$ cat config.mk
export PLATFORM = sky130hd
export DESIGN_NAME = branch_resolve_unit
export DESIGN_NICKNAME = d
export VERILOG_FILES = /design/src/rtl/branch_resolve_unit_pkg.sv /design/src/rtl/bru_queue.sv /design/src/rtl/branch_resolve_unit.sv
export SDC_FILE = /design/constraint.sdc
export NUM_CORES = 1
export LEC_CHECK = 0
export ABC_AREA = 1
export CAP_MARGIN = 10
export CELL_PAD_IN_SITES_DETAIL_PLACEMENT = 1
export CELL_PAD_IN_SITES_GLOBAL_PLACEMENT = 2
export CORE_MARGIN = 4
export CORE_UTILIZATION = 37
export DETAILED_ROUTE_END_ITERATION = 10
export PLACE_DENSITY = 0.95
export SLEW_MARGIN = 20
export SYNTH_ARGS = -nofsm -noshare
export SYNTH_HDL_FRONTEND = slang
export SYNTH_SLANG_ARGS = --single-unit
$ cat constraint.sdc
create_clock -name clk -period 10.68 [get_ports clk]
set_clock_uncertainty 0.05 [all_clocks]
set_input_delay 1.602 -clock clk [delete_from_list [all_inputs] [get_ports clk]]
set_output_delay 1.602 -clock clk [all_outputs]
set_load 0.01 [all_outputs]
$ cat src/rtl/branch_resolve_unit_pkg.sv
// Shared definitions for the branch resolve unit: queue entry layout helpers.
// An entry packs {target, taken, pc}, with pc in the low bits.
package branch_resolve_unit_pkg;

    localparam int OFF_PC = 0;

    function automatic int entry_w(input int pcw);
        return 2 * pcw + 1;
    endfunction

    function automatic int off_taken(input int pcw);
        return pcw;
    endfunction

    function automatic int off_tgt(input int pcw);
        return pcw + 1;
    endfunction

endpackage

$ cat src/rtl/bru_queue.sv
// Circular FIFO of in-flight predictions; head entry is visible combinationally.
// Clear wins over push/pop and empties the queue by snapping head to tail.
module bru_queue #(
    parameter int DEPTH = 4,
    parameter int W     = 65
) (
    input  logic         clk,
    input  logic         rst,
    input  logic         push_i,
    input  logic [W-1:0] push_dat_i,
    input  logic         pop_i,
    input  logic         clear_i,
    output logic [W-1:0] head_dat_o,
    output logic         full_o,
    output logic         empty_o
);
    localparam int AW = $clog2(DEPTH);
    localparam int CW = AW + 1;

    logic [W-1:0]  mem_q [DEPTH];
    logic [AW-1:0] head_q, head_d;
    logic [AW-1:0] tail_q, tail_d;
    logic [CW-1:0] count_q, count_d;

    assign full_o     = (count_q == CW'(DEPTH));
    assign empty_o    = (count_q == '0);
    assign head_dat_o = mem_q[head_q];

    always_comb begin
        head_d  = head_q;
        tail_d  = tail_q;
        count_d = count_q;
        if (clear_i) begin
            head_d  = tail_q;
            count_d = '0;
        end else begin
            if (push_i) tail_d = tail_q + AW'(1);
            if (pop_i)  head_d = head_q + AW'(1);
            case ({push_i, pop_i})
                2'b10:   count_d = count_q + CW'(1);
                2'b01:   count_d = count_q - CW'(1);
                default: count_d = count_q;
            endcase
        end
    end

    always_ff @(posedge clk) begin
        if (rst) begin
            head_q  <= '0;
            tail_q  <= '0;
            count_q <= '0;
        end else begin
            head_q  <= head_d;
            tail_q  <= tail_d;
            count_q <= count_d;
        end
    end

    // Storage needs no reset: only slots between head and tail are ever read as valid.
    always_ff @(posedge clk) begin
        if (push_i && !clear_i) mem_q[tail_q] <= push_dat_i;
    end

endmodule

$ cat src/rtl/branch_resolve_unit.sv
// Resolves in-order branches against recorded predictions; trains predictor,
// flags mispredicts one cycle after ex_valid and keeps hit/total counters.
module branch_resolve_unit
    import branch_resolve_unit_pkg::*;
#(
    parameter int DEPTH = 4,
    parameter int PCW   = 32
) (
    input  logic           clk,
    input  logic           rst,
    input  logic           pred_valid,
    input  logic [PCW-1:0] pred_pc,
    input  logic           pred_taken,
    input  logic [PCW-1:0] pred_target,
    output logic           queue_full,
    input  logic           ex_valid,
    input  logic           ex_taken,
    input  logic [PCW-1:0] ex_target,
    output logic [PCW-1:0] inst_last,
    output logic           taken_last,
    output logic           update_valid,
    output logic           mispredict,
    output logic [PCW-1:0] redirect_pc,
    output logic [31:0]    hit_count,
    output logic [31:0]    branch_count,
    output logic           underflow_err
);
    localparam int EW    = entry_w(PCW);
    localparam int OFF_T = off_taken(PCW);
    localparam int OFF_G = off_tgt(PCW);

    logic [EW-1:0]  push_ent, head_ent;
    logic           q_full, q_empty, q_push;
    logic [PCW-1:0] head_pc, head_tgt;
    logic           head_taken;
    logic           resolve, dir_ok, tgt_ok, correct, flush_now;
    logic [PCW-1:0] redirect_d;
    logic [31:0]    hit_d, branch_d;

    logic [PCW-1:0] inst_last_q, redirect_q;
    logic           taken_last_q, update_valid_q, mispredict_q, underflow_q;
    logic [31:0]    hit_q, branch_q;

    assign push_ent   = {pred_target, pred_taken, pred_pc};
    assign head_pc    = head_ent[OFF_PC +: PCW];
    assign head_taken = head_ent[OFF_T];
    assign head_tgt   = head_ent[OFF_G +: PCW];

    assign resolve   = ex_valid && !q_empty;
    assign dir_ok    = (head_taken == ex_taken);
    assign tgt_ok    = !ex_taken || (head_tgt == ex_target);
    assign correct   = dir_ok && tgt_ok;
    assign flush_now = resolve && !correct;
    // A prediction arriving alongside a flush is on the wrong path.
    assign q_push    = pred_valid && !q_full && !flush_now;

    assign redirect_d = ex_taken ? ex_target : head_pc + PCW'(4);
    assign branch_d   = branch_q + 32'(resolve);
    assign hit_d      = hit_q + 32'(resolve && correct);

    bru_queue #(.DEPTH(DEPTH), .W(EW)) u_queue (
        .clk        (clk),
        .rst        (rst),
        .push_i     (q_push),
        .push_dat_i (push_ent),
        .pop_i      (resolve),
        .clear_i    (flush_now),
        .head_dat_o (head_ent),
        .full_o     (q_full),
        .empty_o    (q_empty)
    );

    always_ff @(posedge clk) begin
        if (rst) begin
            inst_last_q    <= '0;
            taken_last_q   <= 1'b0;
            update_valid_q <= 1'b0;
            mispredict_q   <= 1'b0;
            redirect_q     <= '0;
            hit_q          <= '0;
            branch_q       <= '0;
            underflow_q    <= 1'b0;
        end else begin
            update_valid_q <= resolve;
            mispredict_q   <= flush_now;
            hit_q          <= hit_d;
            branch_q       <= branch_d;
            if (resolve) begin
                inst_last_q  <= head_pc;
                taken_last_q <= ex_taken;
                redirect_q   <= redirect_d;
            end
            if (ex_valid && q_empty) underflow_q <= 1'b1;
        end
    end

    assign queue_full    = q_full;
    assign inst_last     = inst_last_q;
    assign taken_last    = taken_last_q;
    assign update_valid  = update_valid_q;
    assign mispredict    = mispredict_q;
    assign redirect_pc   = redirect_q;
    assign hit_count     = hit_q;
    assign branch_count  = branch_q;
    assign underflow_err = underflow_q;

endmodule

-- Word-level counts from Yosys, hierarchy flattened
Memories as Yosys holds them, arrays and structs flattened. A register that Yosys moved wholly into a read port is not among the register bits.
Index checks and enable logic that the tools add are counted.
- register bits after elaboration: 139
- memory bits (writable): 260
- input bits: 102
- output and inout bits: 133
- word-level logic and storage cells: 52
- memories: 1
- memories (name ; depth ; bits a word ; rd ports ; clocked after memory_dff ; write ports ; RTL line ; text):
    u_queue.mem_q ; 4 ; 65 ; 1 ; 1 ; 1 ; bru_queue.sv:20 ; logic [W-1:0] mem_q [DEPTH];
- add/subtract/negate cells: 7
- equal/unequal tests: 5
- multiplexer cells: 8
- bitwise gates (word level): 1
- reduce and logical (&&, ||, !) cells: 19
- operators by type and width (kind ; count):
    adder 32 x 1 -> 32 bit ; 2
    adder 32 x 3 -> 32 bit, second input constant ; 1
    equality test 32 bit ; 1
    2-to-1 mux 32 bit ; 1
    logical AND 1 bit ; 8
    2-to-1 mux 2 bit ; 4
    one-hot mux 3 bit (2 select lines) ; 1
    logical NOT 1 bit ; 5
    adder 2 x 1 -> 2 bit, second input constant ; 2
    nonzero test 2 bit ; 2
    adder 3 x 1 -> 3 bit, second input constant ; 1
    equality test 3 bit, second input constant ; 1
    logical NOT 3 bit ; 1
    subtractor 3 x 1 -> 3 bit, second input constant ; 1
    equality test 2 x 1 -> 1 bit, second input constant ; 1
    equality test 2 bit, second input constant ; 1
    2-to-1 mux 1 bit ; 2
    AND reduction 2 bit ; 1
    OR reduction 2 bit ; 1
    equality test 1 bit ; 1
    logical OR 1 bit ; 1
    inverter 1 bit ; 1

-- Longest topological paths before layout
- depth after elaboration: 10
- gate-level depth with buffers: 31
- depth with buffers taken out: 28

-- Hierarchy
From an unflattened synthesis, not the netlist that was laid out.
- cells, all modules: 1799
- area total of the unflattened synthesis: 17740.8 µm²
- by module, submodules not included (module ; times used ; cells an instance ; area each (µm²) ; seq. area each (µm²)):
    bru_queue ; 1 ; 695 ; 10455.0 ; 7987.7
    branch_resolve_unit ; 1 ; 1104 ; 7285.7 ; 2642.5

-- Least setup slack after synthesis
OpenSTA, ideal clock, no wires.
- path kind: input -> register
- start: in ex_taken
- end: mem u_queue.mem_q[0][0] (enable)
- setup time: 488 ps
- arrival time: 5304 ps
- data required time: 10142 ps
- slack: 4838 ps
- cell stages on the path: 11
- path buffers: 1
- cell sequence: clkbuf_1 nand3_1 nor2_1 nand3_1 nor2_1 nand2_1 nor2_1 nand2_1 nand3_2 nand2_4 nor2_1
- cells in the longest elaborated chain, start to end: 10
- elaborated cells between the ends (all ways): 11
- those cells by class: 1 x eq/ne; 2 x mux; 8 x reduce/logical
- ends and longest elaborated chain (what ; RTL line ; text):
    from (decl) ; branch_resolve_unit.sv:17 ; input logic ex_taken,
    logical NOT 1 bit ; branch_resolve_unit.sv:51 ; assign tgt_ok = !ex_taken || (head_tgt == ex_target);
    logical OR 1 bit ; branch_resolve_unit.sv:51 ;
    logical AND 1 bit * ; branch_resolve_unit.sv:52 ; assign correct = dir_ok && tgt_ok;
    logical NOT 1 bit * ; branch_resolve_unit.sv:53 ; assign flush_now = resolve && !correct;
    logical AND 1 bit * ; branch_resolve_unit.sv:53 ;
    logical NOT 1 bit * ; bru_queue.sv:61, branch_resolve_unit.sv:55 ;
    logical AND 1 bit ; branch_resolve_unit.sv:55 ; assign q_push = pred_valid && !q_full && !flush_now;
    logical AND 1 bit * ; bru_queue.sv:61 ; if (push_i && !clear_i) mem_q[tail_q] <= push_dat_i;
    2-to-1 mux 1 bit * ; bru_queue.sv:61 ;
    2-to-1 mux 1 bit (not written as such) * ; bru_queue.sv:61 ;
    to (decl) ; bru_queue.sv:20 ;
Every way passes the cells marked *; elsewhere a longest branch is shown, timed or not.

==> impl_metrics.py <==
metrics = {
    "detailed_routing": {
        "drt_iter0_drc": 797,
        "ant_nets": 0,
        "first_pass_iters": 4,
        "viasPerCell": 5.22,
        "wl_per_cell_um": 20.7,
        "drt-total-wl_um": 55100,
        "route.detailed.drc": 0,
        "vias": 13887,
    },
    "floorplanning": {
        "initial_core_util_pct": 37.7,
        "die_x_um": 224,
        "io_pins": 235,
        "die_h_um": 224,
        "core_area_mm2": 0.0458,
        "num_rows": 78,
        "die_area_mm2": 0.0502,
    },
    "clock_network": {
        "postCtsSetupBuffers": 0,
        "cts.hold.buffers_added": 0,
        "tritoncts": "done",
        "postCtsResizedCells": 0,
        "clk_pin_slew_ps": 60,
        "root_buffer": "clkbuf_16",
        "clk_latency_ps": 590,
        "cts-buffers-inserted": 44,
        "clock_path_buffers": 3,
        "clock_sinks": 401,
        "ctsHtreeMaxLevel": 2,
    },
    "placement": {
        "dpl-instance-area_mm2": 0.0201,
        "post-dp-hpwl_um": 37300,
        "io_buffer_count": 234,
        "gp_congestion": 0.879,
    },
    "outcome": {
        "status": "finished clean",
    },
    "logic_synthesis": {
        "synth-async-reset-ratio_pct": 0,
        "synth_fp_nets": 1917,
        "synth_seq_cells": 401,
        "synthesis.area_mm2": 0.0173,
        "synth_top_family_by_area": "simple AND/OR/NAND/NOR gates",
        "synthCells": 1804,
        "yosysUniqueCellTypes": 52,
        "synth_area_per_cell_um2": 9.57,
        "synthAdderAreaFrac_pct": 0.841,
        "synth_mux_area_share_pct": 0,
        "synth_edf_count": 260,
        "yosys.area_share.simple_pct": 22.9,
        "ys.flop_type": "edfxtp_1",
        "synthXorXnorAreaFrac_pct": 1.07,
        "synth-seq-area-share_pct": 61.6,
        "yosys_warnings": 0,
        "synth_compound_area_share_pct": 8.04,
    },
    "worst_setup_path": {
        "critical_path.top_delay_family": "simple AND/OR/NAND/NOR gates",
        "end_kind": "flop",
        "reg2reg_depth": 28,
        "cp.required_ps": 11060,
        "crit_cells": 28,
        "cp.buffers_inverters": 3,
        "critical_path_arrival_ps": 5990,
        "crit_path_frequent_cell": "nand2_1",
        "crit_type": "reg -> reg",
        "max_stage_delay_ps": 980,
        "cp_max_fo": 85,
        "worst_setup_path_start_kind": "flop",
        "crit_slowest_cell": "dfxtp_4",
    },
    "pwr": {
        "finalPower_mw": 4.82,
        "vdd_drop_max_v": 0.000142,
        "leakage_nw": 7.77,
        "p_per_area_mw_per_mm2": 225,
    },
    "sta": {
        "setup-violations-final": 0,
        "setup_tns_ps": 0,
        "rsz0062_at_grt": "no",
        "fmaxAchievable_mhz": 178,
        "finalHoldViolCount": 0,
        "hold_ws_ps": 415,
        "final.period_utilization_pct": 52.5,
        "finalMaxSlewViolations": 0,
        "fin_crit_ps": 5610,
        "max-slew-margin-rel_pct": 26.4,
        "tightest_slew_ps": 1100,
    },
    "finish": {
        "final_common_cell": "nand2_1",
        "area_growth_pct": 24.2,
        "final-seq-area_mm2": 0.0106,
        "multi_input_area_mm2": 0.00571,
        "post-route-cell-area_mm2": 0.0214,
        "nets": 2137,
        "final_cell_mix": "510 x nand2_1, 260 x edfxtp_1, 233 x clkdlybuf4s50_1",
        "drive_gt1_share_pct": 6.36,
        "final_util_pct": 46.8,
        "fill_cells": 5144,
    },
    "global_route": {
        "grt_pass1_wl_um": 84400,
        "first_global_vias": 14590,
        "grt_overflow": 0,
        "grt_max_degree": 86,
        "antenna_found_initial": 3,
        "track_usage_pct": 21.5,
    },
    "run": {
        "maxCapViolCount": 0,
    },
    "worst_hold_path": {
        "whs_path_depth": 2,
        "hold_class": "reg -> reg",
    },
}
==> report_power, final <==
part | leakage (nW) | total, mW | switching (mW) | internal (mW)
clock | 0.674 | 1.44 | 0.625 | 0.814
combinational | 3.57 | 1.36 | 0.914 | 0.442
sequential | 3.53 | 2.02 | 0.122 | 1.90
==> Yosys cell counts (2+ instances only) <==
master,number,share of area [%]
a211oi_1,3,0.13
a21oi_1,121,3.5
a22o_1,2,0.10
a31oi_1,12,0.43
a32oi_1,6,0.30
and3_1,2,0.072
buf_1,4,0.087
buf_2,15,0.43
buf_4,14,0.61
buf_6,11,0.72
clkbuf_1,30,0.65
dfxtp_1,141,16
edfxtp_1,260,45
ha_1,10,0.72
inv_1,132,2.9
inv_2,4,0.087
nand2_1,510,11
nand2_2,7,0.25
nand2_4,2,0.13
nand3_1,176,5.1
nand3_2,5,0.29
nand3b_1,7,0.30
nand4_1,17,0.62
nor2_1,112,2.4
nor2_2,13,0.47
nor2_4,3,0.20
nor3_1,37,1.1
nor3_2,2,0.12
nor3b_1,4,0.17
nor4_1,8,0.29
o211ai_1,10,0.43
o21a_1,6,0.26
o21ai_0,76,2.2
o21ai_1,4,0.12
o31ai_1,2,0.087
xnor2_1,6,0.30
xor2_1,15,0.76
==> registers in the layout (all words and copies together) (netlist names), 2 cells and up, named ones only <==
register and flops:
u_queue.mem_q 260, branch_count 32, hit_count 32, inst_last 32
redirect_pc 32, u_queue.count_q 3, u_queue.head_q 2, u_queue.tail_q 2
==> final timing paths <==
| path | startpoint | to | slack (ps) |
|---|---|---|---|
| max | flop | hit_count[26] | 5070 |
| max reg2reg | flop | hit_count[26] | 5070 |
| min reg2reg | redirect_pc[26] | redirect_pc[26] | 420 |
| min | redirect_pc[26] | redirect_pc[26] | 420 |
==> layer usage <==
layer	wire [um]	vias to the layer above	share of wire (%)	global-route usage, %
li1	-	6579	-	-
met1	23600	6870	43	27.2
met2	27500	348	50	37.8
met3	2560	88	4.6	3.68
met4	1440	2	2.6	6.38
met5	13	-	0.024	0
==> area by class of cell <==
class	instances	area share, %
Sequential cell	401	49.6
Antenna cell	2	0.0233
Inverter	138	2.43
Clock inverter	29	0.969
Timing Repair Buffer	249	11.5
Multi-Input combinational cell	1190	26.6
Clock buffer	52	5.32
Tap cell	600	3.50
==> metrics by stage <==
stage,setup WS (ps),std cells
floorplan,4840,1804
global placement,5240,2577
detailed placement,5080,2577
CTS,5050,2658
global route,4380,2661
finish,5070,2661
==> kinds of logic (layout without fill, tap and decap cells) <==
| group | count (synthesis) | in the layout |
|---|---|---|
| buffers and inverters | 213 | 468 |
| XOR/XNOR | 21 | 21 |
| flip-flops | 401 | 401 |
| other | 0 | 2 |
| adder cells (fa/ha/maj) | 11 | 11 |
| AO/OA/AOI/OAI | 249 | 249 |
| AND/OR/NAND/NOR | 909 | 909 |
==> tightest hold or removal path, cell delays in order (launching register included) <==
cell and delay, ps:
dfxtp_1 310, nand2_1 60, a21oi_1 50
Note: power is estimated with default switching activity, not from simulation.
